**src/rtl/pc_pkg.sv**
```systemverilog
// Shared types and constants for the fetch-stage program-counter generator.
package pc_pkg;

  typedef enum logic [2:0] {
    SEL_SEQ,
    SEL_HOLD,
    SEL_BR,
    SEL_JMP,
    SEL_RET,
    SEL_EXC
  } next_sel_e;

  localparam logic [31:0] DEFAULT_RESET_VECTOR = 32'h0000_0000;
  localparam logic [31:0] DEFAULT_EXC_VECTOR   = 32'h0000_0080;

  // Targets are carried at the widest supported PC width; callers take the low bits.
  localparam int unsigned ALIGN_MAX_WIDTH = 64;

  function automatic logic [ALIGN_MAX_WIDTH-1:0] clear_low_bits(
    input logic [ALIGN_MAX_WIDTH-1:0] target,
    input int unsigned                inc
  );
    return target & ~(ALIGN_MAX_WIDTH'(inc) - ALIGN_MAX_WIDTH'(1));
  endfunction

endpackage

```
**src/rtl/pc_gen_ras_stack.sv**
```systemverilog
// Circular return-address stack: push overwrites the oldest entry when full,
// the count saturates at RAS_DEPTH and the pointer wraps modulo RAS_DEPTH.
module ras_stack #(
  parameter int unsigned WIDTH     = 32,
  parameter int unsigned RAS_DEPTH = 4
) (
  input  logic             clk,
  input  logic             i_reset,
  input  logic             i_push,
  input  logic             i_pop,
  input  logic             i_replace,
  input  logic             i_clear,
  input  logic [WIDTH-1:0] i_push_data,
  output logic [WIDTH-1:0] o_top,
  output logic             o_empty,
  output logic             o_full
);

  localparam int unsigned PTR_W = $clog2(RAS_DEPTH);
  localparam int unsigned CNT_W = $clog2(RAS_DEPTH + 1);

  logic [WIDTH-1:0] r_mem [RAS_DEPTH];
  logic [PTR_W-1:0] r_ptr;
  logic [CNT_W-1:0] r_count;
  logic [PTR_W-1:0] w_top_idx;

  // r_ptr is the next free slot, so the top entry sits one below it.
  assign w_top_idx = r_ptr - PTR_W'(1);
  assign o_top     = r_mem[w_top_idx];
  assign o_empty   = (r_count == '0);
  assign o_full    = (r_count == CNT_W'(RAS_DEPTH));

  // NOTE: state registers use non-blocking assignments so every flop samples
  // the pre-edge values regardless of the order the blocks are evaluated.
  always_ff @(posedge clk or posedge i_reset) begin
    if (i_reset) begin
      r_ptr   <= '0;
      r_count <= '0;
    end else if (i_clear) begin
      r_ptr   <= '0;
      r_count <= '0;
    end else if (i_push) begin
      r_ptr <= r_ptr + PTR_W'(1);
      if (!o_full) r_count <= r_count + CNT_W'(1);
    end else if (i_pop && !o_empty) begin
      r_ptr   <= r_ptr - PTR_W'(1);
      r_count <= r_count - CNT_W'(1);
    end else if (i_replace && o_empty) begin
      r_count <= CNT_W'(1);
    end
  end

  // NOTE: the entry array has no reset; only the pointer and count define
  // which entries are valid, and leaving storage unreset lets it map to RAM.
  always_ff @(posedge clk) begin
    if (!i_clear) begin
      if (i_push)         r_mem[r_ptr]     <= i_push_data;
      else if (i_replace) r_mem[w_top_idx] <= i_push_data;
    end
  end

endmodule

```
**src/rtl/pc_gen.sv**
```systemverilog
// Fetch program-counter generator: priority next-PC mux, PC/EPC registers and
// redirect flag. Optional return-address stack enabled by PC_GEN_RAS_EN.
module pc_gen
  import pc_pkg::*;
#(
  parameter int unsigned      WIDTH        = 32,
  parameter logic [WIDTH-1:0] RESET_VECTOR = WIDTH'(DEFAULT_RESET_VECTOR),
  parameter logic [WIDTH-1:0] EXC_VECTOR   = WIDTH'(DEFAULT_EXC_VECTOR),
  parameter int unsigned      INC          = 4,
  parameter int unsigned      RAS_DEPTH    = 4
) (
  input  logic             clk,
  input  logic             reset,
  input  logic             stall,
  input  logic             exc,
  input  logic             br_taken,
  input  logic [WIDTH-1:0] br_target,
  input  logic             jump,
  input  logic [WIDTH-1:0] jump_target,
  input  logic             call,
  input  logic             ret,
  output logic [WIDTH-1:0] pc_out,
  output logic [WIDTH-1:0] pc_plus_inc,
  output logic             redirect,
  output logic [WIDTH-1:0] epc,
  output logic             ras_empty,
  output logic             ras_full
);

  localparam logic [ALIGN_MAX_WIDTH-1:0] ALIGN_MASK_WIDE = clear_low_bits('1, INC);
  localparam logic [WIDTH-1:0]           ALIGN_MASK      = ALIGN_MASK_WIDE[WIDTH-1:0];
  localparam logic [WIDTH-1:0]           INC_W           = WIDTH'(INC);

`ifdef PC_GEN_RAS_EN
  localparam bit RAS_EN = 1'b1;
`else
  localparam bit RAS_EN = 1'b0;
`endif

  logic [WIDTH-1:0] r_pc;
  logic [WIDTH-1:0] r_epc;
  logic             r_redirect;

  next_sel_e        w_sel;
  logic [WIDTH-1:0] w_pc_next;
  logic             w_redirect_next;
  logic             w_ras_push;
  logic             w_ras_pop;
  logic             w_ras_replace;
  logic             w_ras_empty;
  logic [WIDTH-1:0] w_ras_top;

  assign pc_out      = r_pc;
  assign pc_plus_inc = r_pc + INC_W;
  assign redirect    = r_redirect;
  assign epc         = r_epc;
  assign ras_empty   = w_ras_empty;

  // NOTE: every output of a combinational block gets a default first so that
  // no path through the if/case chain leaves it unassigned (no latch).
  always_comb begin
    w_sel         = SEL_SEQ;
    w_ras_push    = 1'b0;
    w_ras_pop     = 1'b0;
    w_ras_replace = 1'b0;
    if (exc) begin
      w_sel = SEL_EXC;
    end else if (stall) begin
      w_sel = SEL_HOLD;
    end else if (br_taken) begin
      // A same-cycle jump belongs to a younger instruction being squashed.
      w_sel = SEL_BR;
    end else if (jump) begin
      w_sel = SEL_JMP;
      if (RAS_EN) begin
        if (call && ret) begin
          w_ras_replace = 1'b1;
          if (!w_ras_empty) w_sel = SEL_RET;
        end else if (ret) begin
          if (!w_ras_empty) begin
            w_ras_pop = 1'b1;
            w_sel     = SEL_RET;
          end
        end else if (call) begin
          w_ras_push = 1'b1;
        end
      end
    end
  end

  always_comb begin
    w_pc_next = pc_plus_inc;
    case (w_sel)
      SEL_HOLD: w_pc_next = r_pc;
      SEL_BR:   w_pc_next = br_target & ALIGN_MASK;
      SEL_JMP:  w_pc_next = jump_target & ALIGN_MASK;
      SEL_RET:  w_pc_next = w_ras_top & ALIGN_MASK;
      SEL_EXC:  w_pc_next = EXC_VECTOR & ALIGN_MASK;
      default:  w_pc_next = pc_plus_inc;
    endcase
  end

  assign w_redirect_next = (w_sel == SEL_EXC) || (w_sel == SEL_BR) ||
                           (w_sel == SEL_JMP) || (w_sel == SEL_RET);

  always_ff @(posedge clk or posedge reset) begin
    if (reset) begin
      r_pc       <= RESET_VECTOR;
      r_epc      <= '0;
      r_redirect <= 1'b0;
    end else begin
      r_pc       <= w_pc_next;
      r_redirect <= w_redirect_next;
      if (exc) r_epc <= r_pc;
    end
  end

`ifdef PC_GEN_RAS_EN
  ras_stack #(
    .WIDTH     (WIDTH),
    .RAS_DEPTH (RAS_DEPTH)
  ) u_ras_stack (
    .clk         (clk),
    .i_reset     (reset),
    .i_push      (w_ras_push),
    .i_pop       (w_ras_pop),
    .i_replace   (w_ras_replace),
    .i_clear     (exc),
    .i_push_data (pc_plus_inc),
    .o_top       (w_ras_top),
    .o_empty     (w_ras_empty),
    .o_full      (ras_full)
  );
`else
  logic w_unused_ras;

  assign w_ras_empty  = 1'b1;
  assign ras_full     = 1'b0;
  assign w_ras_top    = '0;
  assign w_unused_ras = ^{call, ret, w_ras_push, w_ras_pop, w_ras_replace};
`endif

endmodule

```
**config.mk**
```make
export PLATFORM = sky130hd
export DESIGN_NAME = pc_gen
export DESIGN_NICKNAME = d
export VERILOG_FILES = /design/src/rtl/pc_pkg.sv /design/src/rtl/pc_gen_ras_stack.sv /design/src/rtl/pc_gen.sv
export SDC_FILE = /design/constraint.sdc
export NUM_CORES = 1
export LEC_CHECK = 0
export CORE_MARGIN = 2
export CORE_UTILIZATION = 45
export DETAILED_ROUTE_END_ITERATION = 6
export GPL_ROUTABILITY_DRIVEN = 0
export PLACE_DENSITY = 0.9
export SLEW_MARGIN = 20
export SYNTH_ARGS = -nofsm -noshare
export SYNTH_HDL_FRONTEND = slang
export SYNTH_SLANG_ARGS = --single-unit
```
**constraint.sdc**
```tcl
create_clock -name clk -period 6.1 [get_ports clk]
set_input_delay 1.525 -clock clk [delete_from_list [all_inputs] [get_ports clk]]
set_output_delay 1.525 -clock clk [all_outputs]
set_load 0.05 [all_outputs]
```
Yosys cells after proc, flatten, opt, wreduce, memory -nomap -nowiden
Index checks and enable logic that the tools add are counted.
{ "op_classes": {"addsub": 1, "shift": 0, "n_bitwise": 0, "n_reduce_logical": 3, "mul": 0, "magnitude_cmp": 0, "muxes": 5, "div": 0, "eq_ne": 5} }
{ "op_table": {"columns": ["cell", "n"], "rows": [
  ["32-bit one-hot mux with 5 select lines", 1],
  ["32-bit by 3-bit adder with 32-bit output, second input constant", 1],
  ["3-bit by 2-bit equality test with 1-bit output, second input constant", 2],
  ["3-bit equality test, second input constant", 2],
  ["3-bit two-way mux", 2],
  ["2-bit two-way mux", 2],
  ["3-bit by 1-bit equality test with 1-bit output, second input constant", 1],
  ["1-bit logical OR", 3]
]} }
{ "word_totals": {"mem_bits_ro": 0, "input_bits": 72, "ff_bits": 65, "out_inout_bits": 99, "ram_bits": 0, "latchBits": 0, "elab_cells": 17, "memories": 0} }

Depth between registers and ports, before layout
{ "logic_depth": {"word_depth": 8, "ltp_mapped": 8, "depth_no_buf": 6} }

Worst setup path after synthesis
OpenSTA, ideal clock, no wires.
{ "synth_path": {"path_kind": "register to output", "start": "reg r_pc[3], in the netlist pc_out[3]", "end": "out pc_plus_inc[24]", "n_path_buf": 0, "stages_incl_launch_ff": 6, "arrival_ns": 2.507, "t_required_ns": 4.575, "setup_slack_ns": 2.068, "cell_sequence": "dfrtp_1 > ha_1 > and4_1 > nand4_2 > nor3_1 > xor2_1"} }
{ "synth_via": {"elab_chain_cells": 1} }
{ "synth_lines": {"columns": ["item", "line", "rtl"], "rows": [
  ["start, declared", "pc_gen.sv:40", "logic [WIDTH-1:0] r_pc;"],
  ["start signal, assigned", "pc_gen.sv:112", "r_pc <= w_pc_next;"],
  ["32-bit by 3-bit adder with 32-bit output", "pc_gen.sv:54", "assign pc_plus_inc = r_pc + INC_W;"],
  ["end, declared", "pc_gen.sv:23", "output logic [WIDTH-1:0] pc_plus_inc,"]
]} }
Every way passes these cells.

Worst setup path after layout
Ends and elaborated chain as after synthesis.

==> results.yml <==
status:
  outcome: "completed"
die:
  io_pins: 171
  start_util_pct: 46.8
  die_h_um: 93.9
  num_rows: 32
  core-area_um2: 7770
  die-area_um2: 8820
  die_width_um: 93.9
detailed_routing:
  routedWlPerCell_um: 18.9
  vias: 3553
  routed.top_layer: "met4"
  wl_met2_mm: 5.87
  route.met3.wl_um: 742
  drtIter0Drc: 233
  drc: 0
  wl_met1_mm: 4.57
  routed_wl_mm: 11.5
  antenna_left: 0
  vias_per_cell: 5.84
  drtPass1Iterations: 5
min_path:
  worstHoldPathType: "reg -> reg"
layout:
  area.growth.synth_to_final_pct: 47.6
  final_nets: 576
  antenna_cells: 0
  final_common_cell: "clkdlybuf4s50_1"
  final_cell_mix: "clkdlybuf4s50_1 (155), dfrtp_1 (61), mux2_2 (30), nand2_1 (27), nor2_1 (21)"
  drive_above_1_share_pct: 13.4
  multiInputGateArea_um2: 1920
  seq_area_um2: 1530
  fillerInstances: 603
global_route:
  globalRouteTotalUtil_pct: 26.5
  grt_overflow: 0
  grt_pass1_wl_mm: 18.3
  grt_max_degree: 62
  grt_pass1_vias: 3519
  antenna_found_initial: 0
pwr:
  cellLeakagePower_nw: 2.21
  power.total_mw: 1.41
  power_density_nw_per_um2: 264
  vdd_drop_max_mv: 0.181
sta:
  tns_ns: 0
  rsz0062_at_grt: "false"
  max_freq_mhz: 224
  fin_ws_ns: 1.63
  finalHoldViolCount: 0
  maxSlewViolCount: 0
  tightest_slew_ns: 1.04
  min_period_over_period_pct: 73.2
  setup_violations: 0
  finClkSkew_ns: 0.00997
  max_slew_margin_pct: 30.6
  period_needed_ns: 4.47
yosys:
  synth_top_flop_cell: "dfrtp_1"
  synth.distinct_cells: 49
  netlist_area_um2: 3640
  netlist_instances: 360
  yosysWarnings: 0
  synth_seq_cells: 61
  async_flop_share_pct: 100
  seq_area_frac_synth_pct: 42.0
  synth-edff-count: 0
  synth_area_per_cell_um2: 10.1
worst_setup_path:
  end_kind: "primary output"
  crit_family: "simple AND/OR/NAND/NOR gates"
  cp_data_required_time_ns: 4.58
  critPathBufInv: 1
  crit_path_max_fanout: 6
  start_kind: "register"
  critPathKind: "reg -> out"
  crit_chain: "ha_1, and4_1, nand4_2, nor3_1, xor2_1, clkdlybuf4s50_1"
  slowest_delay_ns: 0.84
  cp_slowest_cell: "clkdlybuf4s50_1"
  arrival_ns: 2.94
clock_network:
  post_cts_buffers: 0
  clock_latency_ns: 0.32
  cts_tree: "built"
  cts_root_buf: "clkbuf_8"
  cts_buffer_depth: 2
  cts_hold_buf: 0
  htreeDepth: 3
  clkTransAtPathRegs_ns: 0.06
  cts_made_buffers: 9
  cts_resized: 0
  cts_sinks: 61
placed_design:
  dp_slack_ns: 1.73
  dp_hpwl_mm: 8.37
  place.port_buffers: 156
flow_run:
  max_cap_viol_count: 0
## layer usage
layer,vias up,global-route usage [%]
met4,0,10.4
met5,-,0
met2,159,44.8
met3,26,5.62
met1,1752,33.2
li1,1616,-
## sequential cells by signal, summed over array words and instances (netlist names)
signal and count:
redirect 1, epc 30, pc_out 30
## cell families (layout without fill, tap and decap cells)
family / count (synthesis) / count (layout) / synth area share (%)
other: 2 / 8 / 0.207
AND/OR/NAND/NOR: 103 / 103 / 17.2
buffers and inverters: 44 / 184 / 6.37
flip-flops: 61 / 61 / 42.0
XOR/XNOR: 28 / 28 / 6.74
multiplexers: 32 / 32 / 9.84
adder cells (fa/ha/maj): 1 / 1 / 0.344
AO/OA/AOI/OAI: 89 / 89 / 17.3
## final timing paths
check	from	to	slack, ns	cells after the start
min in group asynchronous	reset	epc[5]	1.76	3
setup / recovery	pc_out[3]	pc_plus_inc[24]	1.63	6
hold reg to reg	epc[30]	epc[30]	0.51	1
max in group asynchronous	reset	epc[29]	3.82	3
hold / removal	epc[30]	epc[30]	0.51	1
setup reg to reg	pc_out[19]	pc_out[31]	4.00	5
## synth_stat cells (all sizes together) (5+ instances only)
master | count | area [um^2]
dfrtp | 61 | 1530
o22ai | 9 | 56.3
inv | 9 | 33.8
buf | 23 | 151
a311oi | 15 | 131
xnor2 | 10 | 87.6
o21ai | 15 | 75.1
nand3 | 5 | 25.0
nor2 | 22 | 85.1
and4 | 6 | 55.1
a21oi | 20 | 100
a221oi | 16 | 140
nor4 | 6 | 62.6
clkbuf | 12 | 46.3
mux2 | 30 | 338
xor2 | 18 | 158
and3 | 6 | 37.5
nand2 | 28 | 121
nor3 | 12 | 75.1
nand4 | 8 | 92.6
## power breakdown
part / leakage [nW] / switching [mW] / internal, mW
combinational: 1.34 / 0.378 / 0.214
sequential: 0.786 / 0.0567 / 0.451
clock: 0.0881 / 0.150 / 0.164
total: 2.21 / 0.585 / 0.829
## per-stage QoR
stage	cells	area [um^2]	util, %	hold slack, ns
final	608	5370	69.1	0.505
after global routing	608	5370	69.1	0.517
after CTS	608	5370	69.1	0.509
after detailed placement	594	5200	67.0	0.496
after global placement	594	5200	67.0	0.488
after floorplan	366	3660	-	0.814
## area by class of cell
type,instances,area share (%)
Clock buffer,12,2.89
Clock inverter,2,0.187
Inverter,9,0.630
Multi-Input combinational cell,261,35.8
Sequential cell,61,28.4
Tap cell,102,2.38
Timing Repair Buffer,161,29.7
Power figures use the tool's default switching activity.
